`config.mk`:
```
export PLATFORM = sky130hd
export DESIGN_NAME = count_sequencer
export DESIGN_NICKNAME = d
export VERILOG_FILES = /design/src/rtl/count_sequencer.sv
export SDC_FILE = /design/constraint.sdc
export NUM_CORES = 1
export LEC_CHECK = 0
export ABC_AREA = 0
export BUFFER_PORTS_ARGS = -buffer_cell sky130_fd_sc_hd__buf_2
export CAP_MARGIN = 30
export CORE_ASPECT_RATIO = 0.6
export CORE_UTILIZATION = 42
export DETAILED_ROUTE_END_ITERATION = 12
export PLACE_DENSITY_LB_ADDON = 0.25
export RECOVER_POWER = 100
export SYNTH_ARGS = -nofsm -noshare
export SYNTH_HDL_FRONTEND = slang
export SYNTH_SLANG_ARGS = --single-unit
```
`constraint.sdc`:
```
create_clock -name CLK -period 4.5 [get_ports CLK]
set_input_delay 0.225 -clock CLK [delete_from_list [all_inputs] [get_ports CLK]]
set_output_delay 0.225 -clock CLK [all_outputs]
set_load 0.1 [all_outputs]
```
`src/rtl/count_sequencer.sv`:
```
// Sequencer that turns a parallel-load binary counter into a programmable period generator.
// Load/Count/tick are combinational from state, A_count and pause; no flow-control backpressure.
module count_sequencer #(
  parameter int WIDTH  = 4,
  parameter int PWIDTH = 8
) (
  input  logic              CLK,
  input  logic              Clear,
  input  logic              start,
  input  logic              abort,
  input  logic              pause,
  input  logic [WIDTH-1:0]  preset,
  input  logic [PWIDTH-1:0] periods,
  input  logic [WIDTH-1:0]  A_count,
  output logic              Load,
  output logic              Count,
  output logic [WIDTH-1:0]  Data_in,
  output logic              busy,
  output logic              tick,
  output logic              done,
  output logic [PWIDTH-1:0] period_cnt
);

  typedef enum logic [1:0] {
    S_IDLE = 2'd0,
    S_LOAD = 2'd1,
    S_RUN  = 2'd2,
    S_DONE = 2'd3
  } state_t;

  state_t             state_q, state_d;
  logic [WIDTH-1:0]   preset_q, preset_d;
  logic [PWIDTH-1:0]  target_q, target_d;
  logic [PWIDTH-1:0]  period_cnt_q, period_cnt_d;
  logic [PWIDTH-1:0]  cnt_inc;
  logic               at_top;
  logic               term;

  assign at_top  = (A_count == {WIDTH{1'b1}});
  // Abort suppresses the terminal reload so the aborted period leaves no trace.
  assign term    = (state_q == S_RUN) & at_top & ~pause & ~abort;
  assign cnt_inc = period_cnt_q + PWIDTH'(1);

  always_comb begin
    state_d      = state_q;
    preset_d     = preset_q;
    target_d     = target_q;
    period_cnt_d = period_cnt_q;
    unique case (state_q)
      S_IDLE: begin
        if (start && (periods != '0)) begin
          preset_d     = preset;
          target_d     = periods;
          period_cnt_d = '0;
          state_d      = S_LOAD;
        end
      end
      S_LOAD: begin
        state_d = abort ? S_IDLE : S_RUN;
      end
      S_RUN: begin
        if (abort) begin
          state_d = S_IDLE;
        end else if (term) begin
          period_cnt_d = cnt_inc;
          if (cnt_inc == target_q) state_d = S_DONE;
        end
      end
      S_DONE: begin
        state_d = S_IDLE;
      end
      default: state_d = S_IDLE;
    endcase
  end

  always_ff @(posedge CLK) begin
    if (Clear) begin
      state_q      <= S_IDLE;
      preset_q     <= '0;
      target_q     <= '0;
      period_cnt_q <= '0;
    end else begin
      state_q      <= state_d;
      preset_q     <= preset_d;
      target_q     <= target_d;
      period_cnt_q <= period_cnt_d;
    end
  end

  assign Load       = ((state_q == S_LOAD) & ~abort) | term;
  assign Count      = (state_q == S_RUN) & ~pause;
  assign busy       = (state_q == S_LOAD) | (state_q == S_RUN);
  assign tick       = term;
  assign done       = (state_q == S_DONE);
  assign Data_in    = preset_q;
  assign period_cnt = period_cnt_q;

endmodule

```
======== Word-level counts from Yosys, hierarchy flattened ========
Index checks and enable logic that the tools add are counted.
storage, ports and cells
  bits in registers ....................... 22
  bits in latches ......................... 0
  bits of input ports ..................... 21
  output and inout port bits .............. 17
  logic and storage cells ................. 41
  memories ................................ 0
  memory bits (writable) .................. 0
  ROM bits ................................ 0
cells by class
  reduce and logical (&&, ||, !) cells .... 7
  divide/modulo/power cells ............... 0
  add/subtract/negate cells ............... 1
  multiply operators ...................... 0
  eq/ne operators ......................... 10
  shifts and indexed selects .............. 0
  bitwise logic cells ..................... 9
  order comparisons ....................... 0
  muxes and demuxes ....................... 10
operators by type and width
  kind                                                             number
  8-bit two-way mux                                                3
  8-bit one-hot mux with 2 select lines                            1
  2-bit two-way mux                                                5
  8-bit by 1-bit adder with 8-bit output, second input constant    1
  8-bit == test                                                    1
  2-bit one-hot mux with 4 select lines                            1
  8-bit nonzero test                                               1
  2-bit != test, second input constant                             3
  1-bit AND                                                        5
  2-bit == test, second input constant                             2
  4-bit == test, second input constant                             1
  4-bit AND reduction                                              1
  3-bit by 2-bit != test with 1-bit output, second input constant  1
  3-bit != test, second input constant                             1
  3-bit AND reduction                                              1
  2-bit by 1-bit == test with 1-bit output, second input constant  1
  2-bit zero test                                                  1
  1-bit inverter                                                   2
  1-bit OR                                                         2
  2-bit AND reduction                                              1
  2-bit nonzero test                                               1
  1-bit logical AND                                                1

======== Logic depth before layout (Yosys ltp) ========
  word-level depth ........................ 7
  mapped depth ............................ 7
  gate-level depth less buffers ........... 7

======== Worst setup path after synthesis ========
OpenSTA, ideal clock, no wires.
  path kind ............................... flip-flop to flip-flop
  from .................................... register state_q[0]
  to ...................................... register period_cnt_q[7] (netlist: period_cnt[7])
  slack ................................... 1.350 ns
  stages on the path, launching flop included .. 8
  path buffers ............................ 0
  period minus slack after synthesis ...... 3.150 ns
  library setup time ...................... 0.070 ns
  data required time ...................... 4.430 ns
  arrival ................................. 3.079 ns
  cells stage by stage .................... dfxtp_1 -> inv_1 -> ha_1 -> nand2b_4 -> nor3_2 -> o211ai_1 -> or4_1 -> a21oi_1
on the way
  word-level cells in the longest chain between the ends .. 6
  elaborated cells on any way between the ends .. 11
  those cells by class .................... eq/ne: 4; mux: 1; bitwise: 3; reduce/logical: 3
ends and longest elaborated chain
  item                                  line  RTL
  start, declared                       31    state_t state_q, state_d;
  start signal, assigned                83    state_q <= state_d;
  2-bit == test                         41    assign term = (state_q == S_RUN) & at_top & ~pause & ~abort;
  1-bit AND (3 in a row)                41
  net tick                              19    output logic tick,
  2-bit != test (no source line)        --
  4-bit AND reduction (no source line)  --
  end signal, assigned                  86    period_cnt_q <= period_cnt_d;
  end, declared                         34    logic [PWIDTH-1:0] period_cnt_q, period_cnt_d;
The timed path passes the listed nets, and every way through them passes these cells.
A chain may end at the register's enable or synchronous reset.

======== Worst setup path in the final report ========
  from .................................... register state_q[0]
  to ...................................... output tick
on the way
  word-level cells in the longest chain between the ends .. 4
ends and longest elaborated chain
  item                    line
  2-bit == test           41
  1-bit AND (3 in a row)  41
  end, declared           19
No other way between the ends.

==> reports/qor.yml <==
floorplan:
  row_count: 15
  die_w_um: 74.3
  ios: 38
  core_area_sq_um: 2930
  initial_core_util: 0.450
  die_h_um: 45.4
  fp.dieArea_sq_um: 3370
worst_setup_path:
  cp.arrival_ns: 2.59
  start_kind: "flip-flop"
  critPathMaxFanout: 12
  critical_path_class: "reg2out"
  required_ns: 4.28
  worstSetupEndpointType: "output pin"
outcome:
  outcome: "completed"
cells_and_area:
  final_cells: 232
  num-nets-final: 218
  nFillCells: 298
  multi_input_area_sq_um: 798
  seq_area_sq_um: 440
  final_area_sq_um: 1510
  syn2layout_area_growth_pct: 14.7
  insertedDiodeCount: 0
  drive_above_1_share: 0.147
logic_synthesis:
  synthFlopType: "dfxtp_1"
  synth_top_area_frac: 0.334
  post-synth-top-area-cell: "dfxtp_1"
  yosys-top-cells-area: "dfxtp_1 33%, a21oi_1 6.1%, ha_1 4.7%"
  yosysWarnings: 0
  synth-seq-cells: 22
  synth_seq_area_share: 0.334
  syn_area_per_cell_sq_um: 8.34
  async_reset_ff_frac: 0
  ys_types: 44
  syn_inst: 158
  synth_fp_nets: 184
  synth_edf_count: 0
  syn_area_sq_um: 1320
timing:
  period_minus_slack_ns: 2.82
  tightest_slew_ns: 1.18
  fin_hold_ws_ns: 0.183
  fin_crit_sh: 0.626
  slew_headroom: 0.220
  setup_violations: 0
  rsz0062_at_grt: "false"
  finClkSkew_ns: 0.00257
  clock.fmax_mhz: 355
  setup_tns_ns: 0
  finalHoldViolCount: 0
  drv_slew: 0
drt:
  first_pass_iters: 4
  drt_iter0_drc: 67
  highest_layer: "met4"
  wl_met2_um: 1440
  drc: 0
  antenna_left: 0
  wl_um: 3310
  wl_per_cell_um: 14.3
  wl_met3_um: 204
  via_per_inst: 5.54
  vias: 1285
  m1WireLength_um: 1640
clocking:
  cts_buffers: 3
  ctsHoldBuffers: 0
  cts.clk_slew.worst_paths_ns: 0.08
  ctsRootBufferMaster: "clkbuf_8"
  post_cts_buffers: 0
  cts_tree: "built"
  htree_levels: 1
  clock-sinks: 22
  ctsResizeCount: 0
  clockBufferDepth: 2
  clkLatencyLatePin_ns: 0.26
flow_run:
  cap_violations: 0
power:
  ir_drop_mv: 0.113
  powerDensity_nw_per_um2: 299
  finalPower_mw: 0.452
  p_leak_nw: 0.584
place:
  dp_hpwl_um: 2590
  portBuffers: 37
  dp.cells: 229
  gp_congestion: 0.876
  placed_area_sq_um: 1510
global_routing:
  grt_pass1_vias: 1145
  grtUsageTotal: 0.219
  grt-ovfl-total: 0
  grt_max_degree: 26
  antenna_found_initial: 0
  grt_pass1_wl_um: 5370
worst_hold_path:
  min_path_type: "in2reg"
synth_stat cells, types with 2 or more instances:
cell type,n
clkbuf_1,3
o211ai_1,2
xor2_1,3
nand2_1,12
nor2b_1,2
o21a_1,2
or3_1,5
nor4_1,4
buf_4,2
a21oi_1,16
nor2_1,11
o21ai_0,7
nor3_1,2
dfxtp_1,22
nand2b_1,2
nand4_1,4
xnor2_1,5
mux2i_1,4
or4_1,4
buf_2,2
nand3_1,10
inv_1,4
ha_1,5
or3b_1,2
and2_1,4
path summary, 6_finish.rpt:
| kind | startpoint | to | slack (ns) | depth (start not counted) |
|---|---|---|---|---|
| worst max-delay path | state_q[0]$_SDFFE_PP0P_ | tick | 1.68 | 5 |
| worst max register to register | state_q[0]$_SDFFE_PP0P_ | state_q[1]$_SDFFE_PP0P_ | 1.94 | 7 |
| worst min register to register | target_q[4]$_SDFFE_PP0P_ | target_q[4]$_SDFFE_PP0P_ | 0.48 | 2 |
| worst min-delay path | preset[2] | Data_in[2]$_SDFFE_PP0P_ | 0.18 | 3 |
per-stage QoR:
step | setup slack (ns) | utilization
3_5_place_dp | 2.10 | 0.516
3_3_place_gp | 2.20 | 0.516
4_1_cts | 2.08 | 0.530
6_report | 1.68 | 0.516
5_1_grt | 1.56 | 0.516
2_1_floorplan | 1.35 | -
cells in the final DEF, fill, tap and decap left out, types with 2 or more instances in the layout:
cell / count
clkbuf_1: 17
xor2_1: 3
a21oi_1: 16
nand3_1: 10
o21a_1: 2
or4_1: 5
mux2i_1: 4
nor3_1: 3
buf_2: 20
nand2b_1: 2
o21ai_0: 7
and2_1: 4
ha_1: 5
xnor2_1: 5
nor2_1: 11
inv_1: 4
or3b_1: 2
or3_1: 5
nand4_1: 4
nor4_1: 4
o211ai_1: 2
nor2b_1: 2
dfxtp_1: 22
nand2_1: 12
clkbuf_8: 3
registers in the layout, indices dropped and copies added, names as in the netlist:
name        flops
state_q         2
Data_in         4
target_q        8
period_cnt      8
layer usage:
layer  global-route usage  vias up
met5                    0        -
li1                     -      637
met4               0.0340        0
met2                0.336       44
met1                0.315      599
met3               0.0575        5
critical path: stages, from the launching register on:
cell	delay, ns
dfxtp_1	0.35
inv_1	0.12
ha_1	0.41
nand2b_2	0.14
nor3_1	0.38
clkbuf_1	0.92
where the power goes:
part / leakage (nW) / total [mW] / internal (mW) / switching (mW)
Clock: 0.0216 / 0.123 / 0.0599 / 0.0635
Sequential: 0.179 / 0.212 / 0.204 / 0.00758
Combinational: 0.383 / 0.117 / 0.0315 / 0.0850
layout make-up:
| type | instances | area share |
|---|---|---|
| multi-input combinational | 124 | 0.528 |
| sequential | 22 | 0.291 |
| timing repair buffer | 37 | 0.108 |
| tap | 42 | 0.0348 |
| clock buffer | 3 | 0.0273 |
| inverter | 4 | 0.00993 |
kinds of logic (layout without fill, tap and decap cells):
family	Yosys count	in the layout	synth area share
AOI/OAI and AO/OA	39	39	0.198
xor gates and xnor gates	8	8	0.0532
adders and majority gates	5	5	0.0475
buffers and inverters	12	44	0.0456
DFF	22	22	0.334
muxes	4	4	0.0304
and+or+nand+nor	68	68	0.292
Note: power is estimated with default switching activity, not from simulation.
